<file path="src/rtl/a_unit_pkg.sv">
// Shared constants and opcode decode for the address-unit issue and writeback slice.
package a_unit_pkg;

    localparam int W       = 24;
    localparam int NREG    = 8;
    localparam int IDX_W   = 3;
    localparam int ADD_LAT = 2;
    localparam int MUL_LAT = 6;

    localparam logic [6:0] OP_AADD = 7'o030;
    localparam logic [6:0] OP_ASUB = 7'o031;
    localparam logic [6:0] OP_AMUL = 7'o032;

    function automatic logic is_addr_op(input logic [6:0] op);
        logic r;
        case (op)
            OP_AADD, OP_ASUB, OP_AMUL: r = 1'b1;
            default:                   r = 1'b0;
        endcase
        return r;
    endfunction

endpackage

</file>
<file path="src/rtl/a_result_wb_if.sv">
// Issue-side request/response and unit-result writeback signals of the A-register block.
interface a_result_wb_if #(
    parameter int W  = 24,
    parameter int IW = 3
);
    logic          i_issue;
    logic [6:0]    i_instr;
    logic [IW-1:0] i_i;
    logic [IW-1:0] i_j;
    logic [IW-1:0] i_k;
    logic          o_hold;
    logic [W-1:0]  o_aj;
    logic [W-1:0]  o_ak;
    logic          o_accept;
    logic [W-1:0]  i_add_result;
    logic [W-1:0]  i_mul_result;
    logic          o_wr_en;
    logic [IW-1:0] o_wr_addr;
    logic [W-1:0]  o_wr_data;

    modport master (
        output i_issue, i_instr, i_i, i_j, i_k, i_add_result, i_mul_result,
        input  o_hold, o_aj, o_ak, o_accept, o_wr_en, o_wr_addr, o_wr_data
    );

    modport slave (
        input  i_issue, i_instr, i_i, i_j, i_k, i_add_result, i_mul_result,
        output o_hold, o_aj, o_ak, o_accept, o_wr_en, o_wr_addr, o_wr_data
    );
endinterface

</file>
<file path="src/rtl/a_result_wb_tag_pipe.sv">
// Destination-tag shift register: a tag loaded on an edge reaches stage 0 DEPTH cycles later.
module tag_pipe #(
    parameter int DEPTH = 2,
    parameter int AW    = 3,
    parameter int PEEK  = 0
) (
    input  logic          clk,
    input  logic          rst,
    input  logic          load_en,
    input  logic [AW-1:0] load_dest,
    output logic          out_valid,
    output logic [AW-1:0] out_dest,
    output logic          peek_valid
);

    logic [DEPTH-1:0]         valid_q, valid_d;
    logic [DEPTH-1:0][AW-1:0] dest_q,  dest_d;

    // shift toward stage 0, new tag enters at the top stage
    always_comb begin
        valid_d = {load_en, valid_q[DEPTH-1:1]};
        dest_d  = {(load_en ? load_dest : {AW{1'b0}}), dest_q[DEPTH-1:1]};
    end

    // tag state registers
    always_ff @(posedge clk) begin
        if (rst) begin
            valid_q <= {DEPTH{1'b0}};
            dest_q  <= {(DEPTH*AW){1'b0}};
        end else begin
            valid_q <= valid_d;
            dest_q  <= dest_d;
        end
    end

    assign out_valid  = valid_q[0];
    assign out_dest   = dest_q[0];
    assign peek_valid = valid_q[PEEK];

endmodule

</file>
<file path="src/rtl/a_result_wb.sv">
// A-register file with reservation bits, result-bus collision check and unit-result writeback.
module a_result_wb
    import a_unit_pkg::*;
#(
    parameter int W       = a_unit_pkg::W,
    parameter int NREG    = a_unit_pkg::NREG,
    parameter int ADD_LAT = a_unit_pkg::ADD_LAT,
    parameter int MUL_LAT = a_unit_pkg::MUL_LAT
) (
    input  logic          clk,
    input  logic          rst,
    a_result_wb_if.slave  bus
);

    localparam int IW = $clog2(NREG);

    logic [NREG-1:0][W-1:0] a_q, a_d;
    logic [NREG-1:0]        res_q, res_d;

    logic          is_addr_s, is_mul_s, conflict_s, collide_s, hold_s, accept_s;
    logic          add_v0_s, mul_v0_s, mul_peek_s, add_peek_unused_s;
    logic [IW-1:0] add_dest_s, mul_dest_s;
    logic          wr_en_s;
    logic [IW-1:0] wr_addr_s;
    logic [W-1:0]  wr_data_s;

    // issue decode; a 030/031 may not land on the same cycle as an older 032
    always_comb begin
        is_addr_s  = is_addr_op(bus.i_instr);
        is_mul_s   = (bus.i_instr == OP_AMUL);
        conflict_s = res_q[bus.i_i]
                   | ((bus.i_j != {IW{1'b0}}) & res_q[bus.i_j])
                   | ((bus.i_k != {IW{1'b0}}) & res_q[bus.i_k]);
        collide_s  = ~is_mul_s & mul_peek_s;
        hold_s     = ~rst & bus.i_issue & is_addr_s & (conflict_s | collide_s);
        accept_s   = ~rst & bus.i_issue & is_addr_s & ~(conflict_s | collide_s);
    end

    // operand read; A0 reads as 0 for Aj and 1 for Ak
    always_comb begin
        if (rst || (bus.i_j == {IW{1'b0}})) begin
            bus.o_aj = {W{1'b0}};
        end else begin
            bus.o_aj = a_q[bus.i_j];
        end
        if (bus.i_k == {IW{1'b0}}) begin
            bus.o_ak = {{(W-1){1'b0}}, 1'b1};
        end else if (rst) begin
            bus.o_ak = {W{1'b0}};
        end else begin
            bus.o_ak = a_q[bus.i_k];
        end
    end

    // result-bus writeback select
    always_comb begin
        wr_en_s   = 1'b0;
        wr_addr_s = {IW{1'b0}};
        wr_data_s = {W{1'b0}};
        if (rst) begin
            wr_en_s = 1'b0;
        end else if (add_v0_s) begin
            wr_en_s   = 1'b1;
            wr_addr_s = add_dest_s;
            wr_data_s = bus.i_add_result;
        end else if (mul_v0_s) begin
            wr_en_s   = 1'b1;
            wr_addr_s = mul_dest_s;
            wr_data_s = bus.i_mul_result;
        end else begin
            wr_en_s = 1'b0;
        end
    end

    // register file and reservation next state
    always_comb begin
        a_d   = a_q;
        res_d = res_q;
        if (wr_en_s) begin
            a_d[wr_addr_s]   = wr_data_s;
            res_d[wr_addr_s] = 1'b0;
        end else begin
            a_d = a_q;
        end
        if (accept_s) begin
            res_d[bus.i_i] = 1'b1;
        end else begin
            res_d = res_d;
        end
    end

    // architectural state registers
    always_ff @(posedge clk) begin
        if (rst) begin
            a_q   <= {(NREG*W){1'b0}};
            res_q <= {NREG{1'b0}};
        end else begin
            a_q   <= a_d;
            res_q <= res_d;
        end
    end

    tag_pipe #(.DEPTH(ADD_LAT), .AW(IW), .PEEK(0)) u_add_pipe (
        .clk        (clk),
        .rst        (rst),
        .load_en    (accept_s & ~is_mul_s),
        .load_dest  (bus.i_i),
        .out_valid  (add_v0_s),
        .out_dest   (add_dest_s),
        .peek_valid (add_peek_unused_s)
    );

    tag_pipe #(.DEPTH(MUL_LAT), .AW(IW), .PEEK(ADD_LAT)) u_mul_pipe (
        .clk        (clk),
        .rst        (rst),
        .load_en    (accept_s & is_mul_s),
        .load_dest  (bus.i_i),
        .out_valid  (mul_v0_s),
        .out_dest   (mul_dest_s),
        .peek_valid (mul_peek_s)
    );

    assign bus.o_hold    = hold_s;
    assign bus.o_accept  = accept_s;
    assign bus.o_wr_en   = wr_en_s;
    assign bus.o_wr_addr = wr_addr_s;
    assign bus.o_wr_data = wr_data_s;

endmodule

</file>
<file path="src/flat_wrapper.sv">
// flat-port wrapper written by rule: the top's interface ports become plain ports
module a_result_wb_flat import a_unit_pkg::*;
#(
    parameter int W       = a_unit_pkg::W,
    parameter int NREG    = a_unit_pkg::NREG,
    parameter int ADD_LAT = a_unit_pkg::ADD_LAT,
    parameter int MUL_LAT = a_unit_pkg::MUL_LAT
)
  (clk, rst, bus_i_issue, bus_i_instr, bus_i_i, bus_i_j, bus_i_k, bus_i_add_result, bus_i_mul_result, bus_o_hold, bus_o_aj, bus_o_ak, bus_o_accept, bus_o_wr_en, bus_o_wr_addr, bus_o_wr_data);
  a_result_wb_if #(.W(W), .IW(IDX_W)) bus_i ();
  input  logic clk;
  input  logic rst;
  input wire logic [$bits(bus_i.i_issue)-1:0] bus_i_issue;
  input wire logic [$bits(bus_i.i_instr)-1:0] bus_i_instr;
  input wire logic [$bits(bus_i.i_i)-1:0] bus_i_i;
  input wire logic [$bits(bus_i.i_j)-1:0] bus_i_j;
  input wire logic [$bits(bus_i.i_k)-1:0] bus_i_k;
  input wire logic [$bits(bus_i.i_add_result)-1:0] bus_i_add_result;
  input wire logic [$bits(bus_i.i_mul_result)-1:0] bus_i_mul_result;
  output wire logic [$bits(bus_i.o_hold)-1:0] bus_o_hold;
  output wire logic [$bits(bus_i.o_aj)-1:0] bus_o_aj;
  output wire logic [$bits(bus_i.o_ak)-1:0] bus_o_ak;
  output wire logic [$bits(bus_i.o_accept)-1:0] bus_o_accept;
  output wire logic [$bits(bus_i.o_wr_en)-1:0] bus_o_wr_en;
  output wire logic [$bits(bus_i.o_wr_addr)-1:0] bus_o_wr_addr;
  output wire logic [$bits(bus_i.o_wr_data)-1:0] bus_o_wr_data;
  assign bus_i.i_issue = bus_i_issue;
  assign bus_i.i_instr = bus_i_instr;
  assign bus_i.i_i = bus_i_i;
  assign bus_i.i_j = bus_i_j;
  assign bus_i.i_k = bus_i_k;
  assign bus_i.i_add_result = bus_i_add_result;
  assign bus_i.i_mul_result = bus_i_mul_result;
  assign bus_o_hold = bus_i.o_hold;
  assign bus_o_aj = bus_i.o_aj;
  assign bus_o_ak = bus_i.o_ak;
  assign bus_o_accept = bus_i.o_accept;
  assign bus_o_wr_en = bus_i.o_wr_en;
  assign bus_o_wr_addr = bus_i.o_wr_addr;
  assign bus_o_wr_data = bus_i.o_wr_data;
  a_result_wb #(.W(W), .NREG(NREG), .ADD_LAT(ADD_LAT), .MUL_LAT(MUL_LAT)) u_core (.clk(clk), .rst(rst), .bus(bus_i));
endmodule
</file>
<file path="config.mk">
export PLATFORM = sky130hd
export DESIGN_NAME = a_result_wb_flat
export DESIGN_NICKNAME = d
export VERILOG_FILES = /design/src/rtl/a_unit_pkg.sv /design/src/rtl/a_result_wb_if.sv /design/src/rtl/a_result_wb_tag_pipe.sv /design/src/rtl/a_result_wb.sv /design/src/flat_wrapper.sv
export SDC_FILE = /design/constraint.sdc
export NUM_CORES = 1
export LEC_CHECK = 0
export ABC_AREA = 1
export CAP_MARGIN = 20
export CORE_ASPECT_RATIO = 0.6
export CORE_MARGIN = 8
export CORE_UTILIZATION = 54
export DETAILED_ROUTE_END_ITERATION = 8
export PLACE_DENSITY = 0.81
export RECOVER_POWER = 50
export SYNTH_ARGS = -nofsm -noshare
export SYNTH_HDL_FRONTEND = slang
export SYNTH_SLANG_ARGS = --single-unit
export TNS_END_PERCENT = 1
</file>
<file path="constraint.sdc">
create_clock -name clk -period 3.99 [get_ports clk]
set_clock_uncertainty 0.15 [all_clocks]
set_input_delay 0.9975 -clock clk [delete_from_list [all_inputs] [get_ports clk]]
set_output_delay 0.9975 -clock clk [all_outputs]
set_load 0.02 [all_outputs]
</file>
==> impl_metrics.ini <==
[critical_path]
required_ps = 2840
crit_top_cell = nand2_1
crit_fanout = 22
startpoint_type = primary input
rr_worst_depth = 12
cpPeakStageDelay_ps = 510
criticalPathCategory = primary input to output port
end_kind = output port
slowest_stage = clkdlybuf4s50_1
crit_chain = clkdlybuf4s50_1 -> clkinv_1 -> nand3_1 -> nand2_1 -> inv_1 -> buf_12 -> buf_4 -> nand2_1 -> a31oi_1 -> dlygate4sd2_1
crit_arrival_ps = 2790

[global_route]
use_met3_pct = 9.35
grt_use_total_pct = 31.1
grt_pass1_vias = 11506
grt_max_degree = 80
antenna_found_initial = 0
gr-usage-met1_pct = 44.0
gr-total-overflow = 0
grt_pass1_wl_um = 65900
grt.met2_usage_pct = 44.7
busiest_layer = met2

[timing]
finalHoldViolations = 0
max_freq_mhz = 254
grt_setup_unrepaired = no
holdWs_ps = 249
slew_violations = 0
min_period_over_period_pct = 98.6
setup_tns_ps = 0
fin_crit_ps = 3930
maxSlewHeadroom_pct = 12.4
finalSetupViolations = 0
worst_slew_pin_slew_ps = 1310

[status]
status = complete, no violations

[synth]
syn-cell-area_sq_um = 11600
synth-edff-count = 0
syn-instance-count = 1649
synth_flop_cell = dfxtp_1
synth_compound_area_share_pct = 37.5
muxShareOfSynthArea_pct = 0
synth.avg_cell_area_sq_um = 7.03
synth_top_family_by_area = compound AO/OA/AOI/OAI gates
synth_warnings = 0
synth_xor_area_share_pct = 0
ys_seq_area_share_pct = 40.1
synth_async_sr_flop_share_pct = 0
syn_nets = 1716
synth.ff_latch_count = 232
yosys.area_share.adder_pct = 0
synthSimpleGateAreaFrac_pct = 10.0
synth_cell_types = 33

[power_and_ir_drop]
power.density_nw_per_um2 = 348
p_total_mw = 5.04
switching_power_mw = 1.32
ir_drop_mv = 0.291
combinationalPowerShare_pct = 12.8
clock_power_share_pct = 41.2
switching_share_pct = 26.2
internal_power_mw = 3.72
p_leak_nw = 5.37
p_seq_share_pct = 46.0

[clock_tree]
cts_tree = yes
htreeDepth = 1
clock-sinks = 232
clock_latency_ps = 520
ctsLongestPathBuffers = 3
numCtsBuffers = 22
clk_pin_slew_worst_paths_ps = 70
root_buffer = clkbuf_16

[floorplan]
pin_count = 145
core-area_sq_um = 21000
rows = 41
start_util_pct = 55.1
die_y_um = 129
dieArea_sq_um = 26600
die_x_um = 205

[worst_hold_path]
hold_path_class = flop to flop
hold_depth = 2

[placement]
portBuffers = 144
place_congestion = 0.918
dp_hpwl_um = 29200

[run]
drv_cap = 0

[layout]
drive_above_1_share_pct = 12.3
fillCellCount = 1730
syn_to_final_growth_pct = 24.9
nets = 1866

[routing]
postRouteAntennaNets = 0
wl_per_cell_um = 20.8
via_per_inst = 6.21
drc_errors = 0
drt-initial-drc-count = 2364
vias = 13002
routed_wl_um = 43600
firstDrtPassIters = 7
==> per-layer routing <==
layer  wire (um)  vias to the layer above
li1            -                     5992
met4        1150                        2
met3        6240                      107
met1       18200                     5933
met5          65                        -
met2       18000                      968
==> critical path, delay by kind of cell <==
family / cells / cell delay (ps)
compound gates: 1 / 200
buf+inv: 6 / 1400
simple gates: 3 / 200
==> Yosys cell counts, types with 14 or more instances <==
| library cell | number | area [sq um] |
|---|---|---|
| o311ai_0 | 22 | 193 |
| o21ai_0 | 350 | 1750 |
| a22oi_1 | 24 | 180 |
| buf_2 | 38 | 190 |
| buf_1 | 21 | 78.8 |
| nand2_1 | 92 | 345 |
| inv_1 | 194 | 728 |
| a31oi_1 | 48 | 300 |
| clkbuf_1 | 81 | 304 |
| nand3_1 | 36 | 180 |
| dfxtp_1 | 232 | 4640 |
| a21oi_1 | 315 | 1580 |
| a211oi_1 | 14 | 105 |
| nand4_1 | 18 | 113 |
| nor2_1 | 98 | 368 |
==> worst paths after layout <==
| check | start | endpoint | slack [ps] |
|---|---|---|---|
| setup / recovery | bus_i_j[2] | bus_o_aj[11] | 60 |
| hold / removal | u_core.u_mul_pipe.dest_d[2] | u_core.u_mul_pipe.out_dest[2] | 250 |
| setup reg to reg | u_core.u_mul_pipe.valid_q[0] | u_core.a_q[90] | 520 |
| hold reg to reg | u_core.u_mul_pipe.dest_d[2] | u_core.u_mul_pipe.out_dest[2] | 250 |
==> cell type report <==
type	count	area, sq um	area share, %
clock inverter	7	77.6	0.536
clock buffer	31	614	4.24
multi-input combinational	1064	5520	38.2
antenna	1	2.50	0.0173
inverter	202	763	5.27
tap	279	349	2.41
sequential	232	4640	32.1
timing repair buffer	277	2500	17.3
==> registers in the layout (all words and copies together), names as in the netlist <==
| register | flops |
|---|---|
| u_core.a_q | 192 |
| u_core.res_q | 8 |
| u_core.u_add_pipe.dest_d | 3 |
| u_core.u_add_pipe.out_dest | 3 |
| u_core.u_add_pipe.valid_q | 2 |
| u_core.u_mul_pipe.dest_d | 15 |
| u_core.u_mul_pipe.out_dest | 3 |
| u_core.u_mul_pipe.valid_q | 6 |
==> power by group through the flow <==
| stage | Combinational [mW] | Clock (mW) | Sequential [mW] |
|---|---|---|---|
| floorplan | 0.321 | 0 | 2.37 |
| global placement | 0.618 | 0 | 2.37 |
| detailed placement | 0.630 | 0 | 2.37 |
| CTS | 0.625 | 2.08 | 2.32 |
| global route | 0.683 | 2.19 | 2.31 |
| finish | 0.645 | 2.08 | 2.32 |
==> stage by stage <==
stage / setup WS (ps) / util [%] / instances / instance area [sq um]
finish: 56.8 / 68.8 / 2093 / 14500
global route: 0.252 / 68.8 / 2092 / 14500
CTS: -265 / 69.0 / 2092 / 14500
detailed placement: -392 / 65.8 / 2054 / 13800
global placement: -379 / 65.8 / 2054 / 13800
floorplan: 544 / - / 1649 / 11600
==> cell families after synthesis <==
family                 Yosys count
AO/OA/AOI/OAI                  798
buffers and inverters          353
flip-flops                     232
AND/OR/NAND/NOR                266
==> layout by cell type (no fill, tap or decap), types with 4 or more instances in the layout <==
master / Yosys / routed
o211ai_1: 12 / 12
o311ai_0: 22 / 20
buf_4: 3 / 134
buf_6: 7 / 4
nor3_1: 8 / 8
nand2_1: 92 / 96
dlygate4sd2_1: 0 / 14
buf_12: 0 / 13
a211oi_1: 14 / 15
a31oi_1: 48 / 42
o21ai_0: 350 / 350
clkinv_2: 0 / 5
dfxtp_1: 232 / 232
a22oi_1: 24 / 24
clkbuf_1: 81 / 9
clkbuf_16: 0 / 22
clkbuf_2: 1 / 6
nand4_1: 18 / 18
nor2_1: 98 / 97
a21oi_1: 315 / 315
inv_1: 194 / 194
a31oi_2: 0 / 5
a211oi_2: 10 / 9
clkdlybuf4s50_1: 0 / 89
nand3_1: 36 / 37
==> timing repair <==
item / CTS / global route
gates resized for setup: 74 / 21
setup endpoints to repair: 52 / 36
pin swaps: 1 / 0
buffers inserted: 0 / 0
hold buffers: 0 / 0
No activity file was read; power rests on OpenSTA's default activity.
